$ cat src/rtl/zram_bus_bridge_pkg.sv
// Shared types for the 68K-to-Z80-sound-RAM bridge: FSM states, latched request and open-bus value.
package zram_pkg;

   typedef enum logic [2:0] {
      IDLE,
      HI,
      LO,
      TAIL,
      ACK,
      WREL
   } zram_state_e;

   localparam logic [7:0] ZRAM_OPEN_BUS = 8'hFF;

   // Request fields frozen at the IDLE edge; later bus changes must not leak into the access.
   typedef struct packed {
      logic        we;
      logic        uds_n;
      logic        lds_n;
      logic [15:0] din;
   } zram_req_t;

   function automatic logic [7:0] zram_lane_byte(input logic sel_n, input logic [7:0] data);
      return sel_n ? ZRAM_OPEN_BUS : data;
   endfunction

endpackage

$ cat src/rtl/zram_bus_bridge_if.sv
// 68K-side request/acknowledge bus of the sound RAM bridge; master is the bus decode, slave is the bridge.
interface zram_bus_bridge_if #(
   parameter int ADDR_WIDTH = 16
);
   logic                  req;
   logic                  we;
   logic [ADDR_WIDTH-2:0] addr;
   logic                  uds_n;
   logic                  lds_n;
   logic [15:0]           din;
   logic [15:0]           dout;
   logic                  ack;

   modport master (
      output req, we, addr, uds_n, lds_n, din,
      input  dout, ack
   );

   modport slave (
      input  req, we, addr, uds_n, lds_n, din,
      output dout, ack
   );
endinterface

$ cat src/rtl/zram_bus_bridge.sv
// Splits 68K word accesses into even/odd byte cycles on the Z80 sound RAM; ZRAM_BUSGATE_EN gates starts on z80_busack.
// Latency: ack 4 cycles (read), 3 (write), 1 (no lane) from the request edge; read data returned with ack.
// Backpressure: requests wait in IDLE (and for the Z80 bus grant when gated); after ack, cpu_req must drop before the next access.
module zram_bus_bridge
   import zram_pkg::*;
#(
   parameter int ADDR_WIDTH = 16
) (
   input  logic                  clk,
   input  logic                  rst_n,
   zram_bus_bridge_if.slave      cpu,
`ifdef ZRAM_BUSGATE_EN
   input  logic                  z80_busack,
`endif
   output logic [ADDR_WIDTH-1:0] ram_addr,
   output logic                  ram_we,
   output logic [7:0]            ram_din,
   input  logic [7:0]            ram_dout
);

   zram_state_e           state_q;
   zram_state_e           state_d;
   zram_req_t             req_q;
   logic [ADDR_WIDTH-2:0] addr_q;
   logic [ADDR_WIDTH-1:0] addr_hold_q;
   logic [7:0]            hi_byte_q;
   logic [15:0]           dout_q;
   logic                  start;
   logic                  no_lane;

`ifdef ZRAM_BUSGATE_EN
   assign start = cpu.req & z80_busack;
`else
   assign start = cpu.req;
`endif

   assign no_lane  = cpu.uds_n & cpu.lds_n;
   assign cpu.dout = dout_q;

   always_comb begin
      state_d  = state_q;
      ram_addr = addr_hold_q;
      ram_we   = 1'b0;
      ram_din  = '0;
      cpu.ack  = 1'b0;
      case (state_q)
         IDLE: begin
            if (start) begin
               state_d = no_lane ? ACK : HI;
            end
         end
         HI: begin
            ram_addr = {addr_q, 1'b0};
            ram_we   = req_q.we & ~req_q.uds_n;
            ram_din  = req_q.din[15:8];
            state_d  = LO;
         end
         LO: begin
            ram_addr = {addr_q, 1'b1};
            ram_we   = req_q.we & ~req_q.lds_n;
            ram_din  = req_q.din[7:0];
            state_d  = req_q.we ? ACK : TAIL;
         end
         TAIL: begin
            state_d = ACK;
         end
         ACK: begin
            cpu.ack = 1'b1;
            state_d = WREL;
         end
         WREL: begin
            if (!cpu.req) begin
               state_d = IDLE;
            end
         end
         default: begin
            state_d = IDLE;
         end
      endcase
   end

   // The even byte is staged so cpu_dout only changes when a whole read completes.
   always_ff @(posedge clk) begin
      if (!rst_n) begin
         state_q     <= IDLE;
         req_q       <= '0;
         addr_q      <= '0;
         addr_hold_q <= '0;
         hi_byte_q   <= '0;
         dout_q      <= '0;
      end else begin
         state_q     <= state_d;
         addr_hold_q <= ram_addr;
         case (state_q)
            IDLE: begin
               if (start) begin
                  req_q  <= '{we: cpu.we, uds_n: cpu.uds_n, lds_n: cpu.lds_n, din: cpu.din};
                  addr_q <= cpu.addr;
                  if (no_lane && !cpu.we) begin
                     dout_q <= {ZRAM_OPEN_BUS, ZRAM_OPEN_BUS};
                  end
               end
            end
            LO: begin
               if (!req_q.we) begin
                  hi_byte_q <= zram_lane_byte(req_q.uds_n, ram_dout);
               end
            end
            TAIL: begin
               dout_q <= {hi_byte_q, zram_lane_byte(req_q.lds_n, ram_dout)};
            end
            default: begin
            end
         endcase
      end
   end

endmodule

$ cat src/flat_wrapper.sv
// flat-port wrapper written by rule: the top's interface ports become plain ports
module zram_bus_bridge_flat import zram_pkg::*;
#(
   parameter int ADDR_WIDTH = 16
)
  (clk, rst_n, ram_addr, ram_we, ram_din, ram_dout, cpu_req, cpu_we, cpu_addr, cpu_uds_n, cpu_lds_n, cpu_din, cpu_dout, cpu_ack);
  zram_bus_bridge_if #(.ADDR_WIDTH(ADDR_WIDTH)) cpu_i ();
  input  logic clk;
  input  logic rst_n;
  output logic [ADDR_WIDTH-1:0] ram_addr;
  output logic ram_we;
  output logic [7:0] ram_din;
  input  logic [7:0] ram_dout;
  input wire logic [$bits(cpu_i.req)-1:0] cpu_req;
  input wire logic [$bits(cpu_i.we)-1:0] cpu_we;
  input wire logic [$bits(cpu_i.addr)-1:0] cpu_addr;
  input wire logic [$bits(cpu_i.uds_n)-1:0] cpu_uds_n;
  input wire logic [$bits(cpu_i.lds_n)-1:0] cpu_lds_n;
  input wire logic [$bits(cpu_i.din)-1:0] cpu_din;
  output wire logic [$bits(cpu_i.dout)-1:0] cpu_dout;
  output wire logic [$bits(cpu_i.ack)-1:0] cpu_ack;
  assign cpu_i.req = cpu_req;
  assign cpu_i.we = cpu_we;
  assign cpu_i.addr = cpu_addr;
  assign cpu_i.uds_n = cpu_uds_n;
  assign cpu_i.lds_n = cpu_lds_n;
  assign cpu_i.din = cpu_din;
  assign cpu_dout = cpu_i.dout;
  assign cpu_ack = cpu_i.ack;
  zram_bus_bridge #(.ADDR_WIDTH(ADDR_WIDTH)) u_core (.clk(clk), .rst_n(rst_n), .cpu(cpu_i), .ram_addr(ram_addr), .ram_we(ram_we), .ram_din(ram_din), .ram_dout(ram_dout));
endmodule
$ cat config.mk
export PLATFORM = sky130hd
export DESIGN_NAME = zram_bus_bridge_flat
export DESIGN_NICKNAME = d
export VERILOG_FILES = /design/src/rtl/zram_bus_bridge_pkg.sv /design/src/rtl/zram_bus_bridge_if.sv /design/src/rtl/zram_bus_bridge.sv /design/src/flat_wrapper.sv
export SDC_FILE = /design/constraint.sdc
export NUM_CORES = 1
export LEC_CHECK = 0
export ABC_AREA = 1
export BUFFER_PORTS_ARGS = -buffer_cell sky130_fd_sc_hd__buf_2
export CAP_MARGIN = 15
export CORE_UTILIZATION = 46
export DETAILED_ROUTE_END_ITERATION = 8
export HOLD_SLACK_MARGIN = 0.08
export PLACE_DENSITY = 0.74
export SLEW_MARGIN = 20
export SYNTH_ARGS = -nofsm -noshare
export SYNTH_HDL_FRONTEND = slang
export SYNTH_SLANG_ARGS = --single-unit
$ cat constraint.sdc
create_clock -name clk -period 1.15 [get_ports clk]
set_input_delay 0.115 -clock clk [delete_from_list [all_inputs] [get_ports clk]]
set_output_delay 0.115 -clock clk [all_outputs]
set_load 0.005 [all_outputs]
## Word level (Yosys, flattened, before mapping)

Cells that the tools add are included.

- Equal/unequal tests: 8
- Multiplexer cells: 14
- Bitwise gates (word level): 6
- Reductions and logical operators: 8

Operator list:

| cell | number |
|---|---|
| case mux 16 bit (2 select lines) | 2 |
| two-way mux 16 bit | 2 |
| case mux 3 bit (6 select lines) | 1 |
| two-way mux 8 bit | 2 |
| case mux 8 bit (2 select lines) | 1 |
| two-way mux 3 bit | 4 |
| == test 3 x 2 -> 1 bit, second input constant | 2 |
| == test 3 bit, second input constant | 2 |
| AND reduction 2 bit | 3 |
| != test 2 bit, second input constant | 2 |
| bitwise AND 1 bit | 3 |
| == test 3 x 1 -> 1 bit, second input constant | 1 |
| zero test 3 bit | 1 |
| NOT 1 bit | 3 |
| AND reduction 3 bit | 1 |
| != test 2 x 1 -> 1 bit, second input constant | 1 |
| case mux 1 bit (2 select lines) | 1 |
| nonzero test 2 bit | 1 |
| logical AND 1 bit | 1 |
| zero test 1 bit | 1 |
| two-way mux 1 bit | 1 |

- Register bits after elaboration: 77
- Input port bits: 45
- Logic and storage cells: 45

## Logic depth before layout (Yosys ltp)

Gate-level depths: netlist of run 1.

- Word-level depth: 5
- Gate-level depth with buffers: 8

## Worst setup path after synthesis of run 1

OpenSTA, ideal clock, no wires.

- Path type: reg-to-output
- From: register u_core.state_q[0]
- To: output ram_we
- Arrival: 1110 ps
- Data required time: 1035 ps
- Slack: -75 ps
- Cell stages (with the launch flop): 8
- Path buffers: 2
- Cells stage by stage: dfxtp_1 -> buf_6 -> nor2_2 -> nand2_2 -> nand2_1 -> buf_4 -> nand2_1 -> a211oi_2

- Cells in the longest elaborated chain, start to end: 2

RTL lines:

| element | RTL line | source |
|---|---|---|
| from (decl) | zram_bus_bridge.sv:21 | `zram_state_e state_q;` |
| from (signal assigned) | zram_bus_bridge.sv:92 | `state_q <= state_d;` |
| == test 3 x 2 -> 1 bit / == test 3 x 1 -> 1 bit (equally long branches) | zram_bus_bridge.sv:46 | `case (state_q)` |
| case mux 1 bit (2 select lines) (*) | zram_bus_bridge.sv:46 |  |
| to (decl) | flat_wrapper.sv:11 | `output logic ram_we;` |

Every way passes the cells marked *; elsewhere a longest branch is shown, timed or not.

## Worst setup path after layout of run 1

- From: register u_core.state_q[2]
- To: output ram_addr[11]

- Cells in the longest elaborated chain, start to end: 2

RTL lines:

| element | RTL line | source |
|---|---|---|
| == test 3 x 2 -> 1 bit / == test 3 x 1 -> 1 bit (equally long branches) | zram_bus_bridge.sv:46 |  |
| case mux 16 bit (2 select lines) (*) | zram_bus_bridge.sv:46 |  |
| to (decl) | flat_wrapper.sv:10 | `output logic [ADDR_WIDTH-1:0] ram_addr;` |

Marked as above.

==> metrics.txt, run 1 <==
met3 WL=644 um; worst endpoint required time=1.03 ns; post-synth top area share=0.496; Switching Power=5.12 mW; Final Util=0.846; met2 routed WL=~6500 um; internal power=7.78 mW; Power Total=12.9 mW; Die W=84.2 um; floorplan die height=about 84 um; failing checks=design-rule violations, negative setup slack; CTS root buf=clkbuf_8; launch point of the worst reg-to-reg path=u_core.state_q[0]; Avg Cell Area, Syn=7.98 sq um; Worst-Margin Slew=0.831 ns; H-tree depth=3; Max Cap Viol=0; Synth Net Count=about 430; hpwl dp=4850 um; Total GRT Usage=0.314; clock-pin slew of the registers on the worst-case setup and hold paths=approximately 0.080 ns; # setup viols final=about 100; peak supply drop=0.00153 V; die footprint=0.00708 sq mm; clock latency on the worst-skew pair=0.36 ns; met1 WL=4800 um; core region area=0.00642 sq mm; Clock Power Share=0.155; slew margin rel.=0.445; min cycle time layout=roughly 1.7 ns; Worst Setup SP=u_core.state_q[2]; Sw Ratio=0.397; Setup WS post-layout=-0.569 ns; leading cell type in the layout, fill and taps excluded=buf_2; Crit Path Category=reg2out; # fillers=308; total CTS buffers=9; Congestion Overflow GR=0; RR Endpoint=u_core.req_q[2]; port buffer count=86; RSZ-0062 raised after global routing=yes; initial antenna violation count=0; synth unique cells=27; Starting Density=0.484; clk sinks=77; LEAKAGE=2.36 nW; vias per inst=5.55; first-pass GRT wire length=17000 um; Max Fanout on Critical Path=9; Mapped Area=0.00311 sq mm; number of global-route vias before repair=3558; Peak Freq=582 MHz; PwrDens=2370 mW/mm^2; WL/cell=19.6 um; Design Area, Final=0.00544 sq mm; Placer Congestion=0.809; synthesized instance count=389; Final Hold Fails=0; final wirelength=12400 um; Seq/Total Area, Yosys=0.496; largest net degree at the start of global routing=32; Placed Area=between 0.003 and 0.004 sq mm; Ys Warns=0; ANT nets after route=0; Comb pwr share=0.542; R2R setup slack=-0.47 ns; Final Cycle Share=1.49; Starting DRT DRC Count=215; worst r2r path cells=9; area grow syn2layout=75.0%; final hold slack=0.0713 ns; Nets=approximately 600; row count=29; flops & latches, synth=77; Synth area leader=dfxtp_1; startpoint types=flip-flop; Hold Crit Class=in2reg; top layer in use=met4; critical path arrival=1.60 ns; TritonCTS clock tree=yes; share of cells above drive strength 1=0.542; Seq pwr share=0.303; CP endpoint=ram_addr[11]; CTS max path bufs=2; Top Ports=just under 90; outcome=complete, but fails checks; TritonRoute pass-1 iters=7; crit end category=output pin; clock skew=0.00778 ns; DRC Markers=12; DP Worst Slack=-0.253 ns; vias=around 3500; max-slew violations=0; largest cells by area after synthesis=dfxtp_1, o21ai_0, inv_1; commonest non-fill, non-tap cells in the layout=buf_2, dfxtp_1, inv_1; # diodes=0
[stage by stage]
stage          setup TNS, ns  instances
6_report              -36.58        632
5_1_grt               -41.33        632
2_1_floorplan        -0.0861        389
4_1_cts               -30.63        633
3_5_place_dp           -9.22        550
3_3_place_gp           -6.48        550
[flip-flops by register name, summed over array words and instances (netlist names)]
signal,flops
u_core.hi_byte_q,8
u_core.addr_hold_q,16
u_core.addr_q,15
u_core.req_q,19
u_core.cpu.dout,16
u_core.state_q,3
[cell usage after synthesis, drive strengths merged]
cell    instances
nor3            8
nor2           29
nand4           2
a21oi          54
a211oi          1
o21ai          76
nand3           7
buf            15
o22ai           8
dfxtp          77
nand2          31
nand3b          1
inv            70
clkbuf         10
[worst min-delay path by stage]
stage / from / cells after the start / slack (ns) / end
2_1_floorplan: ram_dout[0] / 2 / 0.25 / u_core.hi_byte_q[0]
3_3_place_gp: ram_dout[2] / 3 / 0.37 / u_core.hi_byte_q[2]
3_5_place_dp: ram_dout[7] / 3 / 0.37 / u_core.hi_byte_q[7]
4_1_cts: ram_dout[4] / 3 / 0.08 / u_core.hi_byte_q[4]
5_1_grt: ram_dout[4] / 3 / 0.08 / u_core.hi_byte_q[4]
6_report: ram_dout[4] / 3 / 0.07 / u_core.hi_byte_q[4]
[metal layers]
| metal | vias up | global-route usage |
|---|---|---|
| met1 | 1693 | 0.347 |
| met2 | 186 | 0.568 |
| met5 | - | 0 |
| met4 | 0 | 0.163 |
| met3 | 47 | 0.0639 |
| li1 | 1582 | - |
[worst max-delay path, stage by stage (launching register included)]
cell and delay [ns]:
dfxtp_4 0.38, nor2_4 0.17, nand2_4 0.11, nand2_8 0.11, buf_12 0.13, nand2_1 0.07, o21ai_2 0.08, inv_1 0.07
buf_2 0.13
[cell families (layout without fill, tap and decap cells)]
family                 count (synthesis)  after routing  synth area share
AO/OA/AOI/OAI                        139            139             0.248
flip-flops                            77             77             0.496
AND/OR/NAND/NOR                       78             78             0.116
buffers and inverters                 95            261             0.140
[power groups by stage]
| stage | Clock, mW | Combinational [mW] | Sequential [mW] |
|---|---|---|---|
| CTS | 1.95 | 6.09 | 3.80 |
| finish | 2.00 | 6.99 | 3.90 |
| detailed placement | 0 | 3.75 | 3.82 |
| global route | 2.13 | 7.33 | 3.94 |
| floorplan | 0 | 2.44 | 3.76 |
| global placement | 0 | 3.65 | 3.80 |
[layout make-up]
cell class	instances	area [sq um]	share of cell area
well taps	77	96.3	0.0177
clock inverters	5	53.8	0.00990
flip-flops and latches	77	1550	0.286
multi-input cells	217	1790	0.328
repair buffers	177	1550	0.284
inverters	70	278	0.0511
clock buffers	9	124	0.0228
[repair_timing]
item,4_1_cts,5_1_grt
setup buffers,18,7
endpoints found under the hold margin,42,0
hold buffers,41,0
gates cloned,11,1
setup endpoints to repair,101,103
gates resized for setup,134,94
pin swaps,23,38
(Power assumes the default switching activity.)
==> run 2: changes to the inputs <==
Settings changed: SKIP_LAST_GASP set to 1.
==> run 2 against run 1 <==
Compared with the run above:
- the flow still finishes with violations (design-rule violations, negative setup slack)
- non-clock buffer count increased by 5
- worst hold slack better by 0.090 ns
- maximum frequency shrank 3.6%
- clock skew is essentially flat
- wire length grew 7.9%
- cell count is 0.79% higher
- total power increased by 2.0%
- design area is 0.53% higher
- clock power increased by 3%
==> metrics.txt, run 2 (synthesized netlist as in run 1, its figures left out) <==
clock skew=approximately 0.008 ns; Worst Setup SP=u_core.state_q[2]; Hold Crit Class=in2reg; number of global-route vias before repair=about 3600; Congestion Overflow GR=0; die footprint=0.00708 sq mm; busiest grt layer=met2; CTS max path bufs=2; largest net degree at the start of global routing=32; floorplan die height=84.2 um; # setup viols final=100; met1 usage=0.346; vias per inst=around 5.7; core region area=0.00642 sq mm; row count=29; TritonRoute pass-1 iters=7; first-pass GRT wire length=17300 um; H-tree depth=3; leading cell type in the layout, fill and taps excluded=buf_2; Die W=84.2 um; crit end category=output pin; Power Total=13.2 mW; Peak Freq=about 560 MHz; max-slew violations=0; Setup WS post-layout=-0.632 ns; Starting Density=0.484; area grow syn2layout=75.9%; Max Cap Viol=0; hold depth=3; Hold Path Origin=cpu_req; RR Endpoint=u_core.req_q[12]; worst r2r path cells=9; Total GRT Usage=0.318; launch point of the worst reg-to-reg path=u_core.state_q[0]; clock-pin slew of the registers on the worst-case setup and hold paths=0.07 ns; Largest register FFs=19; port buffer count=86; worst endpoint required time=1.03 ns; Final Cycle Share=1.55; startpoint types=flip-flop; TritonCTS clock tree=yes; clock latency on the worst-skew pair=0.37 ns; Placer Congestion=about 0.81; slew margin rel.=0.473; met2 Usage GRT=0.579; cell count after placement=between 500 and 600; total CTS buffers=9; clk sinks=77; R2R setup slack=-0.51 ns; peak supply drop=0.00158 V; PwrDens=2410 mW/mm^2; Largest Register=u_core.req_q; Setup Total Neg Slack=-38.29 ns; vias=3653; RSZ-0062 raised after global routing=yes; Final Util=0.851; initial antenna violation count=0; Starting DRT DRC Count=334; outcome=complete, but fails checks; LEAKAGE=roughly 2.4 nW; critical path arrival=approximately 1.7 ns; WL/cell=21.0 um; min cycle time layout=1.78 ns; hpwl dp=4850 um; Max Fanout on Critical Path=10; # diodes=0; DRC Markers=12; met3 usage=0.0688; Hold Path End=u_core.req_q[17]; Finished Layout Cells=637; CTS root buf=clkbuf_8; Crit Path Category=reg2out; commonest non-fill, non-tap cells in the layout=buf_2, dfxtp_1, inv_1; Worst-Margin Slew=between 0.7 and 0.8 ns; DP Worst Slack=-0.253 ns; Final Hold Fails=0; ANT nets after route=0; share of cells above drive strength 1=0.523; Top Ports=between 80 and 90; final wirelength=approximately 13000 um; Nets=602; failing checks=design-rule violations, negative setup slack
## run 2: changes by cell type in the layout (fill, tap and decap cells not counted), moves of 5 or more
cell,change
nor3_2,-6
o21ai_2,-5
nor3_1,+6
buf_4,+6
## run 2: layout make-up
class | count | area [sq um]
multi-input combinational | 217 | 1770
inverter | 70 | 273
tap | 77 | 96.3
clock buffer | 9 | 124
sequential | 77 | 1550
fill | 290 | 958
timing repair buffer | 182 | 1590
clock inverter | 5 | 53.8
## run 2: worst max path at each step
stage          depth (start not counted)            endpoint
5_1_grt                                6          ram_din[5]
3_3_place_gp                           4  u_core.cpu.dout[6]
2_1_floorplan                          8  u_core.cpu.dout[1]
6_report                               6          ram_din[5]
4_1_cts                                8         ram_addr[5]
3_5_place_dp                           4  u_core.cpu.dout[4]
## run 2: per-layer routing
metal  share of wire  wire length (um)
met1            0.36              4860
met2            0.52              6930
met3           0.068               906
met4           0.052               697
met5               0                 0
## run 2: worst max-delay path, stage by stage (launching register included)
cell and delay, ns:
dfxtp_4 0.38, nor2_4 0.16, nand2_4 0.10, buf_4 0.16
buf_12 0.14, o22ai_1 0.21, buf_2 0.16
## run 2: where the power goes
part | internal, mW | switching (mW)
clock | 0.972 | 1.08
sequential | 3.46 | 0.470
combinational | 3.40 | 3.77
total | 7.83 | 5.32
## run 2: what timing repair did
item / 4_1_cts / 5_1_grt
hold endpoints to repair: 42 / 1
resized for setup: 118 / 90
gates cloned: 11 / 1
setup buffers: 18 / 8
setup endpoints to repair: 101 / 102
pin swaps: 21 / 37
hold buffers: 41 / 1
## run 2: through the flow
step           instance area [sq um]  hold WS [ns]
5_1_grt                         5460         0.157
4_1_cts                         5080        0.0802
6_report                        5460         0.161
3_3_place_gp                    3710         0.373
3_5_place_dp                    3710         0.372
2_1_floorplan                   3140         0.254
